File: src/rtl/cache_ctrl_fsm.sv
// Direct-mapped write-through cache controller with multi-word refill and saturating hit/miss counters.
// Define CACHE_WRITE_ALLOC_EN for write-allocate; otherwise write misses bypass the arrays.
module cache_ctrl_fsm #(
  parameter int LINE_WORDS = 4,
  parameter int IDX_W      = (LINE_WORDS > 1) ? $clog2(LINE_WORDS) : 1,
  parameter int STAT_W     = 16
) (
  input  logic              clk,
  input  logic              reset,
  input  logic              cpu_req,
  input  logic              cpu_we,
  output logic              cpu_ack,
  output logic              busy,
  output logic              tag_rd_en,
  output logic              data_rd_en,
  input  logic              tag_hit,
  output logic              tag_we,
  output logic              data_we,
  output logic              data_src_cpu,
  output logic [IDX_W-1:0]  refill_idx,
  output logic              mem_req,
  output logic              mem_we,
  input  logic              mem_rdy,
  input  logic              stat_clr,
  output logic [STAT_W-1:0] hit_cnt,
  output logic [STAT_W-1:0] miss_cnt,
  output logic [2:0]        state_o
);

  localparam logic [2:0] S_IDLE   = 3'b000;
  localparam logic [2:0] S_TAG    = 3'b001;
  localparam logic [2:0] S_CMP    = 3'b010;
  localparam logic [2:0] S_REFILL = 3'b011;
  localparam logic [2:0] S_WT     = 3'b100;

  localparam logic [IDX_W-1:0]  LAST_IDX = IDX_W'(LINE_WORDS - 1);
  localparam logic [STAT_W-1:0] STAT_MAX = '1;

  logic [2:0]        r_state;
  logic [2:0]        w_next;
  logic              r_op_we;
  logic              r_retry;
  logic [IDX_W-1:0]  r_refill_idx;
  logic [STAT_W-1:0] r_hit_cnt;
  logic [STAT_W-1:0] r_miss_cnt;
  logic              w_refill_beat;
  logic              w_last_beat;
  logic              w_hit_evt;
  logic              w_miss_evt;

  assign w_refill_beat = (r_state == S_REFILL) && mem_rdy;
  assign w_last_beat   = w_refill_beat && (r_refill_idx == LAST_IDX);
  // Retried lookups after a refill are not new accesses, so they never count.
  assign w_hit_evt     = (r_state == S_CMP) && !r_retry && tag_hit;
  assign w_miss_evt    = (r_state == S_CMP) && !r_retry && !tag_hit;

  always_comb begin
    w_next       = r_state;
    cpu_ack      = 1'b0;
    tag_rd_en    = 1'b0;
    data_rd_en   = 1'b0;
    tag_we       = 1'b0;
    data_we      = 1'b0;
    data_src_cpu = 1'b0;
    mem_req      = 1'b0;
    mem_we       = 1'b0;
    case (r_state)
      S_IDLE: begin
        if (cpu_req) w_next = S_TAG;
      end
      S_TAG: begin
        tag_rd_en  = 1'b1;
        data_rd_en = !r_op_we;
        w_next     = S_CMP;
      end
      S_CMP: begin
        if (tag_hit) begin
          if (r_op_we) begin
            data_we      = 1'b1;
            data_src_cpu = 1'b1;
            w_next       = S_WT;
          end else begin
            cpu_ack = 1'b1;
            w_next  = S_IDLE;
          end
        end else begin
`ifdef CACHE_WRITE_ALLOC_EN
          w_next = S_REFILL;
`else
          w_next = r_op_we ? S_WT : S_REFILL;
`endif
        end
      end
      S_REFILL: begin
        mem_req = 1'b1;
        data_we = mem_rdy;
        tag_we  = w_last_beat;
        if (w_last_beat) w_next = S_TAG;
      end
      S_WT: begin
        mem_req = 1'b1;
        mem_we  = 1'b1;
        if (mem_rdy) begin
          cpu_ack = 1'b1;
          w_next  = S_IDLE;
        end
      end
      default: w_next = S_IDLE;
    endcase
  end

  always_ff @(posedge clk) begin
    if (reset) begin
      r_state      <= S_IDLE;
      r_op_we      <= 1'b0;
      r_retry      <= 1'b0;
      r_refill_idx <= '0;
      r_hit_cnt    <= '0;
      r_miss_cnt   <= '0;
    end else begin
      r_state <= w_next;
      if (r_state == S_IDLE && cpu_req) begin
        r_op_we <= cpu_we;
        r_retry <= 1'b0;
      end
      if (r_state == S_CMP) begin
        r_refill_idx <= '0;
      end else if (w_refill_beat) begin
        if (w_last_beat) begin
          r_refill_idx <= '0;
          r_retry      <= 1'b1;
        end else begin
          r_refill_idx <= r_refill_idx + IDX_W'(1);
        end
      end
      // Clear takes priority over any increment in the same cycle.
      if (stat_clr) begin
        r_hit_cnt  <= '0;
        r_miss_cnt <= '0;
      end else begin
        if (w_hit_evt && r_hit_cnt != STAT_MAX)   r_hit_cnt  <= r_hit_cnt + STAT_W'(1);
        if (w_miss_evt && r_miss_cnt != STAT_MAX) r_miss_cnt <= r_miss_cnt + STAT_W'(1);
      end
    end
  end

  assign busy       = (r_state != S_IDLE);
  assign refill_idx = r_refill_idx;
  assign hit_cnt    = r_hit_cnt;
  assign miss_cnt   = r_miss_cnt;
  assign state_o    = r_state;

endmodule

File: config.mk
export PLATFORM = sky130hd
export DESIGN_NAME = cache_ctrl_fsm
export DESIGN_NICKNAME = d
export VERILOG_FILES = /design/src/rtl/cache_ctrl_fsm.sv
export SDC_FILE = /design/constraint.sdc
export NUM_CORES = 1
export LEC_CHECK = 0
export BUFFER_PORTS_ARGS = -buffer_cell sky130_fd_sc_hd__buf_2
export CAP_MARGIN = 20
export CORE_ASPECT_RATIO = 0.7
export CORE_MARGIN = 4
export CORE_UTILIZATION = 45
export DETAILED_ROUTE_END_ITERATION = 10
export PLACE_DENSITY = 0.69
export SETUP_SLACK_MARGIN = 0.4
export SYNTH_ARGS = -nofsm -noshare
export SYNTH_HDL_FRONTEND = slang
export SYNTH_SLANG_ARGS = --single-unit
File: constraint.sdc
create_clock -name clk -period 2.65 [get_ports clk]
set_clock_uncertainty 0.2 [all_clocks]
set_input_delay 0.1325 -clock clk [delete_from_list [all_inputs] [get_ports clk]]
set_output_delay 0.1325 -clock clk [all_outputs]
set_load 0.1 [all_outputs]
==> impl_results.md, run 1 <==
- Outcome: finished clean
- Yosys top cell area share: around 36%
- Sequential fraction of the synthesis area: between 30% and 40%
- Pin count of the biggest net entering global routing: 25
- Worst Setup Start Kind: flop
- Synth Net Count: around 280
- FF-to-FF Start: state_o[2]$_SDFFE_PP0P_
- Layout cells sized above 1: about two fifths
- Mapped Cells: 272
- CTS buffer count: 5
- Vias/cell: about 5.9
- Flop2flop setup slack: 0.34 ns
- Synth warn: 0
- Final Instance Area: ~3000 um2
- Number of global-route vias before repair: between 2000 and 2500
- Core Footprint: between 4000 and 5000 um2
- Most frequent cells in the layout: 51 x buf_2, 28 x nand2_1, 28 x dfxtp_2
- Starting Density: between 40% and 50%
- Syn avg cell area: around 8.1 um2
- Mapped cell area: 2190 um2
- Final-report max-slew violation count: 0
- Total grt overflow: 0
- CP required: ~2.7 ns
- Reg clk slew, reported paths: roughly 0.08 ns
- TritonCTS clock tree: built
- Hold Crit Class: in2reg
- Worst setup path start: state_o[2]$_SDFFE_PP0P_
- Area grow syn2layout: 36.8%
- Slew margin rel.: about half
- Largest area contributor in the netlist: dfxtp_1
- Crit-path max FO: 6
- Max Cap Viol: 0
- Row Count: 20
- First-pass GRT wire length: approximately 10000 um
- Final number of hold-violating endpoints: 0
- DR vias: ~2400
- Critical Setup Path Class: reg2reg
- Data arrival time of the worst path: between 2 and 2.5 ns
- Synth area leaders: dfxtp_1 36%, a21oi_1 6.2%, or4_1 5.8%, o31ai_1 5.5%, nand2_1 5.0%
- Drt drc: 0
- Die area: between 6000 and 7000 um2
- Initial DRC Count: approximately 150
- Clk_lat worst skew: between 0.2 and 0.3 ns
- Initial antenna violation count: 0
- Die H: roughly 66 um
- Hpwl dp: between 4000 and 5000 um
- Fmax: about 430 MHz
- Hold Startpoint: mem_rdy
- RePlAce Congestion: between 0.7 and 0.8
- Placed cell areas: between 2000 and 3000 um2
- Die width: just over 90 um
- Clk sinks: 39
- Diode count: 0
- WL/cell: 15.3 um
- Final WL: 6190 um
- Final min period: roughly 2.3 ns
- Commonest non-fill, non-tap cell in the layout: buf_2
- H-tree depth: 2
- Final ANT Viol Nets: 0
- Setup TNS: 0 ns
- RSZ-0062 raised after global routing: true
- Buffers on Ports: 52
- Total track usage: 20.6%
- Drt pass-1 iters: 4
- CTS root buf: clkbuf_8
- Post-synth EDFFs: 0
- Worst Slack Setup Final: 0.343 ns
- Leak pwr: between 0.001 and 0.0015 uW
- Top_reg_cell synth: dfxtp_1
- FF+latch count, synth: 39
- Final setup fails: 0
- Final period utilization: between 80% and 90%
- Synth async-reset ratio: 0%
- Utilization after layout: 66.3%
- I/O pin cnt: 53
- Pwr/cell area: roughly 720 nW/um2
- Peak VDD IR: between 0.4 and 0.5 mV
- Crit end category: flop
- Worst-margin pin slew: roughly 0.75 ns
- Distinct cells, synth: 40
- Pre-CTS WS: 0.284 ns
- Nets: ~350
- Clock Tree Buf Depth: 2
## synth_stat cells, types with 5 or more instances
cell type  instances
or4_1             17
a21oi_1           27
or3_1             12
mux2i_1            7
nor2_1            10
dfxtp_1           39
nand4_1           13
o31ai_1           16
nor3_1             7
nand2_1           29
clkbuf_1          14
nor4_1             5
nand3_1            8
inv_1              8
o21ai_0           10
## cell type report
type | count | area [um2]
Clock buffer | 6 | 72.6
Clock inverter | 2 | 60.1
Fill cell | 385 | 1530
Inverter | 8 | 30.0
Multi-Input combinational cell | 210 | 1470
Sequential cell | 39 | 842
Tap cell | 66 | 82.6
Timing Repair Buffer | 73 | 449
## sequential cells by signal, indices dropped and copies added, names as in the netlist
register    flops
hit_cnt        16
miss_cnt       16
state_o         3
refill_idx      2
r_op_we         1
r_retry         1
## where the power goes
part / internal [uW] / leakage (uW) / switching [uW] / total, uW
logic: 220 / 0.000690 / 719 / 939
clock network: 377 / 0.0000654 / 215 / 591
registers: 615 / 0.000334 / 20.8 / 635
## kinds of logic (layout without fill, tap and decap cells)
kind of cell | Yosys count | after routing | synth area share, %
compound gates | 71 | 71 | 21.1
fa+ha+maj | 3 | 3 | 1.71
buf+inv | 23 | 89 | 4.28
flops | 39 | 39 | 35.6
mux | 7 | 7 | 3.19
simple gates | 129 | 129 | 34.2
## worst paths after layout
| check | endpoint | cells after the start |
|---|---|---|
| max | miss_cnt[9]$_SDFFE_PP0P_ | 4 |
| min | state_o[1]$_SDFFE_PP0P_ | 4 |
| max reg2reg | miss_cnt[9]$_SDFFE_PP0P_ | 4 |
| min reg2reg | hit_cnt[15]$_SDFFE_PP0P_ | 2 |
## worst max-delay path: stages, from the launching register on
cell and delay [ns]:
dfxtp_4 0.35, or4b_4 0.56, or4_4 0.47, or4_1 0.53, a21oi_1 0.12
## timing repair
item / in CTS / in global routing
endpoints found under the setup margin: 6 / 15
buffers inserted: 6 / 3
hold endpoints to repair: 10 / 0
hold buffers: 5 / 0
pin swaps: 1 / 3
resized for setup: 0 / 8
## per-layer routing
layer	global-route usage (%)	wire (um)	vias to the layer above
li1	-	-	1189
met4	4.51	42	0
met2	34.5	2830	52
met5	0	0	-
met3	3.98	242	5
met1	27.6	3070	1142
## stage by stage
stage	total power, uW	std cells	hold WS [ns]
CTS	2150	401	0.0953
detailed placement	1520	382	0.175
finish	2170	404	0.103
floorplan	1420	272	0.0764
global placement	1520	382	0.170
global route	2250	404	0.148
Note: power is estimated with default switching activity, not from simulation.
==> run 2, diff against run 1 <==
--- a/config.mk
+++ b/config.mk
@@ -10,6 +10,7 @@
 export CORE_ASPECT_RATIO = 0.7
 export CORE_MARGIN = 4
 export CORE_UTILIZATION = 45
+export CTS_BUF_LIST = sky130_fd_sc_hd__clkbuf_16
 export DETAILED_ROUTE_END_ITERATION = 10
 export PLACE_DENSITY = 0.69
 export SETUP_SLACK_MARGIN = 0.4
==> constraint.sdc (replaced) <==
create_clock -name clk -period 2.8 [get_ports clk]
set_clock_uncertainty 0.2 [all_clocks]
set_input_delay 0.14 -clock clk [delete_from_list [all_inputs] [get_ports clk]]
set_output_delay 0.14 -clock clk [all_outputs]
set_load 0.1 [all_outputs]
==> run 2 against run 1 <==
Compared with the run above:
- setup slack gained 0.13 ns
- worst hold slack better by 0.022 ns
- die area unchanged
- utilization decreased by 2.8 points
- combinational power decreased by 9.1%
- sequential share of layout area grew 0.82 points
==> impl_results.md, run 2 (synthesized netlist as in run 1, its figures left out) <==
- Clk sinks: 39 (unchanged)
- Fmax: 429 MHz (-1.1%)
- Buffers on Ports: 52 (unchanged)
- Final Instance Area: 2870 um2 (-4.3%)
- Fill cells: 393 (+2.1%)
- Crit end category: flop
- Critical Setup Path Class: reg2reg
- Commonest non-fill, non-tap cell in the layout: buf_2
- Initial antenna violation count: 0 (unchanged)
- Clk_lat worst skew: 0.28 ns (about the same)
- Utilization after layout: 63.5% (-2.8 points)
- Final number of hold-violating endpoints: 0 (unchanged)
- First-pass GRT wire length: 9880 um (-4.9%)
- Post-Place Cells: 382 (unchanged)
- Multi-input gate area: 1390 um2 (-5.3%)
- Die width: 91.5 um (unchanged)
- Peak VDD IR: 0.407 mV (-4.1%)
- CTS root buf: clkbuf_16
- Number of global-route vias before repair: 2080 (-5.6%)
- Clock power share: 26.2% (-1.1 points)
- Worst-margin pin slew: 0.637 ns (-0.113 ns)
- Final min period: 2.33 ns (+0.0250 ns)
- Row Count: 20 (unchanged)
- CTS buffer count: 5 (unchanged)
- Sw Share: 44.6% (+0.55 points)
- Initial DRC Count: 125 (-14%)
- Die area: 6080 um2 (unchanged)
- Final-report max-slew violation count: 0 (unchanged)
- Drt drc: 0 (unchanged)
- Data arrival time of the worst path: 2.34 ns (+0.02 ns)
- RSZ-0062 raised after global routing: false
- Worst Setup Start Kind: flop
- Final Non-Filler Cells: 401 (-0.74%)
- Leak pwr: 0.00107 uW (-2.0%)
- Area grow syn2layout: 31.0%
- Starting Density: 48.5% (unchanged)
- Setup TNS: 0 ns (unchanged)
- Register area: 830 um2 (-1.5%)
- Total grt overflow: 0 (unchanged)
- Final period utilization: 83.3% (-3.8 points)
- Total track usage: 19.9% (-0.73 points)
- Reg power frac: 31.7% (+2.4 points)
- CP required: 2.80 ns (+0.13 ns)
- Final WL: 5890 um (-4.8%)
- Hold Crit Class: in2reg
- Pin count of the biggest net entering global routing: 25 (unchanged)
- Hold WS: 0.126 ns (+0.0222 ns)
- Die H: 66.4 um (unchanged)
- H-tree depth: 2 (unchanged)
- Pint: 1120 uW (-7.1%)
- WL/cell: 14.7 um (-4.1%)
- Final setup fails: 0 (unchanged)
- Layout cells sized above 1: 36.7% (-3.2 points)
- RePlAce Congestion: 0.854 (+11%)
- Placed cell areas: 2640 um2 (-1.8%)
- Core Footprint: 4530 um2 (unchanged)
- Reg clk slew, reported paths: 0.05 ns (-0.03 ns)
- Pwr/cell area: 707 nW/um2 (-2.0%)
- Crit-path max FO: 15 (+9)
- Final ANT Viol Nets: 0 (unchanged)
- Hpwl dp: 4090 um (-3.5%)
- P_sw: 907 uW (-5.0%)
- Drt pass-1 iters: 4 (unchanged)
- I/O pin cnt: 53 (unchanged)
- DR vias: 2349 (-1.6%)
- Post-cts resize count: 0 (unchanged)
- Clock Tree Buf Depth: 2 (unchanged)
- TritonCTS clock tree: built
- Most frequent cells in the layout: 52 x buf_2, 30 x dfxtp_2, 28 x nand2_1
- Nets: 344 (-0.86%)
- Outcome: finished clean
- Max Cap Viol: 0 (unchanged)
- Diode count: 0 (unchanged)
- Comb power frac: 42.0% (-1.3 points)
- Slew margin rel.: 57.2% (+7.6 points)
- Vias/cell: 5.86 (-0.90%)
## run 2: stage by stage
step	power [uW]	setup WS, ns
2_1_floorplan	1350	0.212
3_3_place_gp	1430	0.438
3_5_place_dp	1440	0.432
4_1_cts	1980	0.410
5_1_grt	2120	0.405
6_report	2030	0.468
## run 2: power groups by stage
stage / registers (uW) / clock network [uW] / logic [uW]
after floorplan: 764 / 0 / 582
after global placement: 684 / 0 / 751
after detailed placement: 689 / 0 / 749
after CTS: 676 / 549 / 756
after global routing: 652 / 572 / 898
final: 645 / 533 / 854
## run 2: worst paths after layout
| check | slack [ns] | start | cells after the start | end |
|---|---|---|---|---|
| worst min register to register | 0.27 | miss_cnt[15]$_SDFFE_PP0P_ | 2 | miss_cnt[15]$_SDFFE_PP0P_ |
| worst max register to register | 0.47 | state_o[2]$_SDFFE_PP0P_ | 4 | miss_cnt[15]$_SDFFE_PP0P_ |
| worst min-delay path | 0.13 | mem_rdy | 4 | state_o[1]$_SDFFE_PP0P_ |
| worst max-delay path | 0.47 | state_o[2]$_SDFFE_PP0P_ | 4 | miss_cnt[15]$_SDFFE_PP0P_ |
## run 2: final cells by class
class                   count  area share (%)
inverters                   8            1.04
repair buffers             70            14.1
clock inverters             3           0.435
flip-flops and latches     39            28.9
clock buffers               5            4.35
multi-input cells         210            48.3
well taps                  66            2.87
## run 2: timing repair
action                     4_1_cts  5_1_grt
hold buffers                     4        0
buffers inserted                 0        7
setup endpoints to repair        0        3
hold endpoints to repair         7        0
## run 2: worst max-delay path, stage by stage, from the launching register on
cell and delay (ns):
dfxtp_4 0.40, or4b_4 0.54, or4_4 0.47, or4_1 0.51, a21oi_1 0.14
## run 2: metal layers
layer  routed length (um)  GRT usage (%)
met3                  352           5.46
met5                    0              0
met4                   40           5.08
met2                 2540           30.9
met1                 2950           27.1
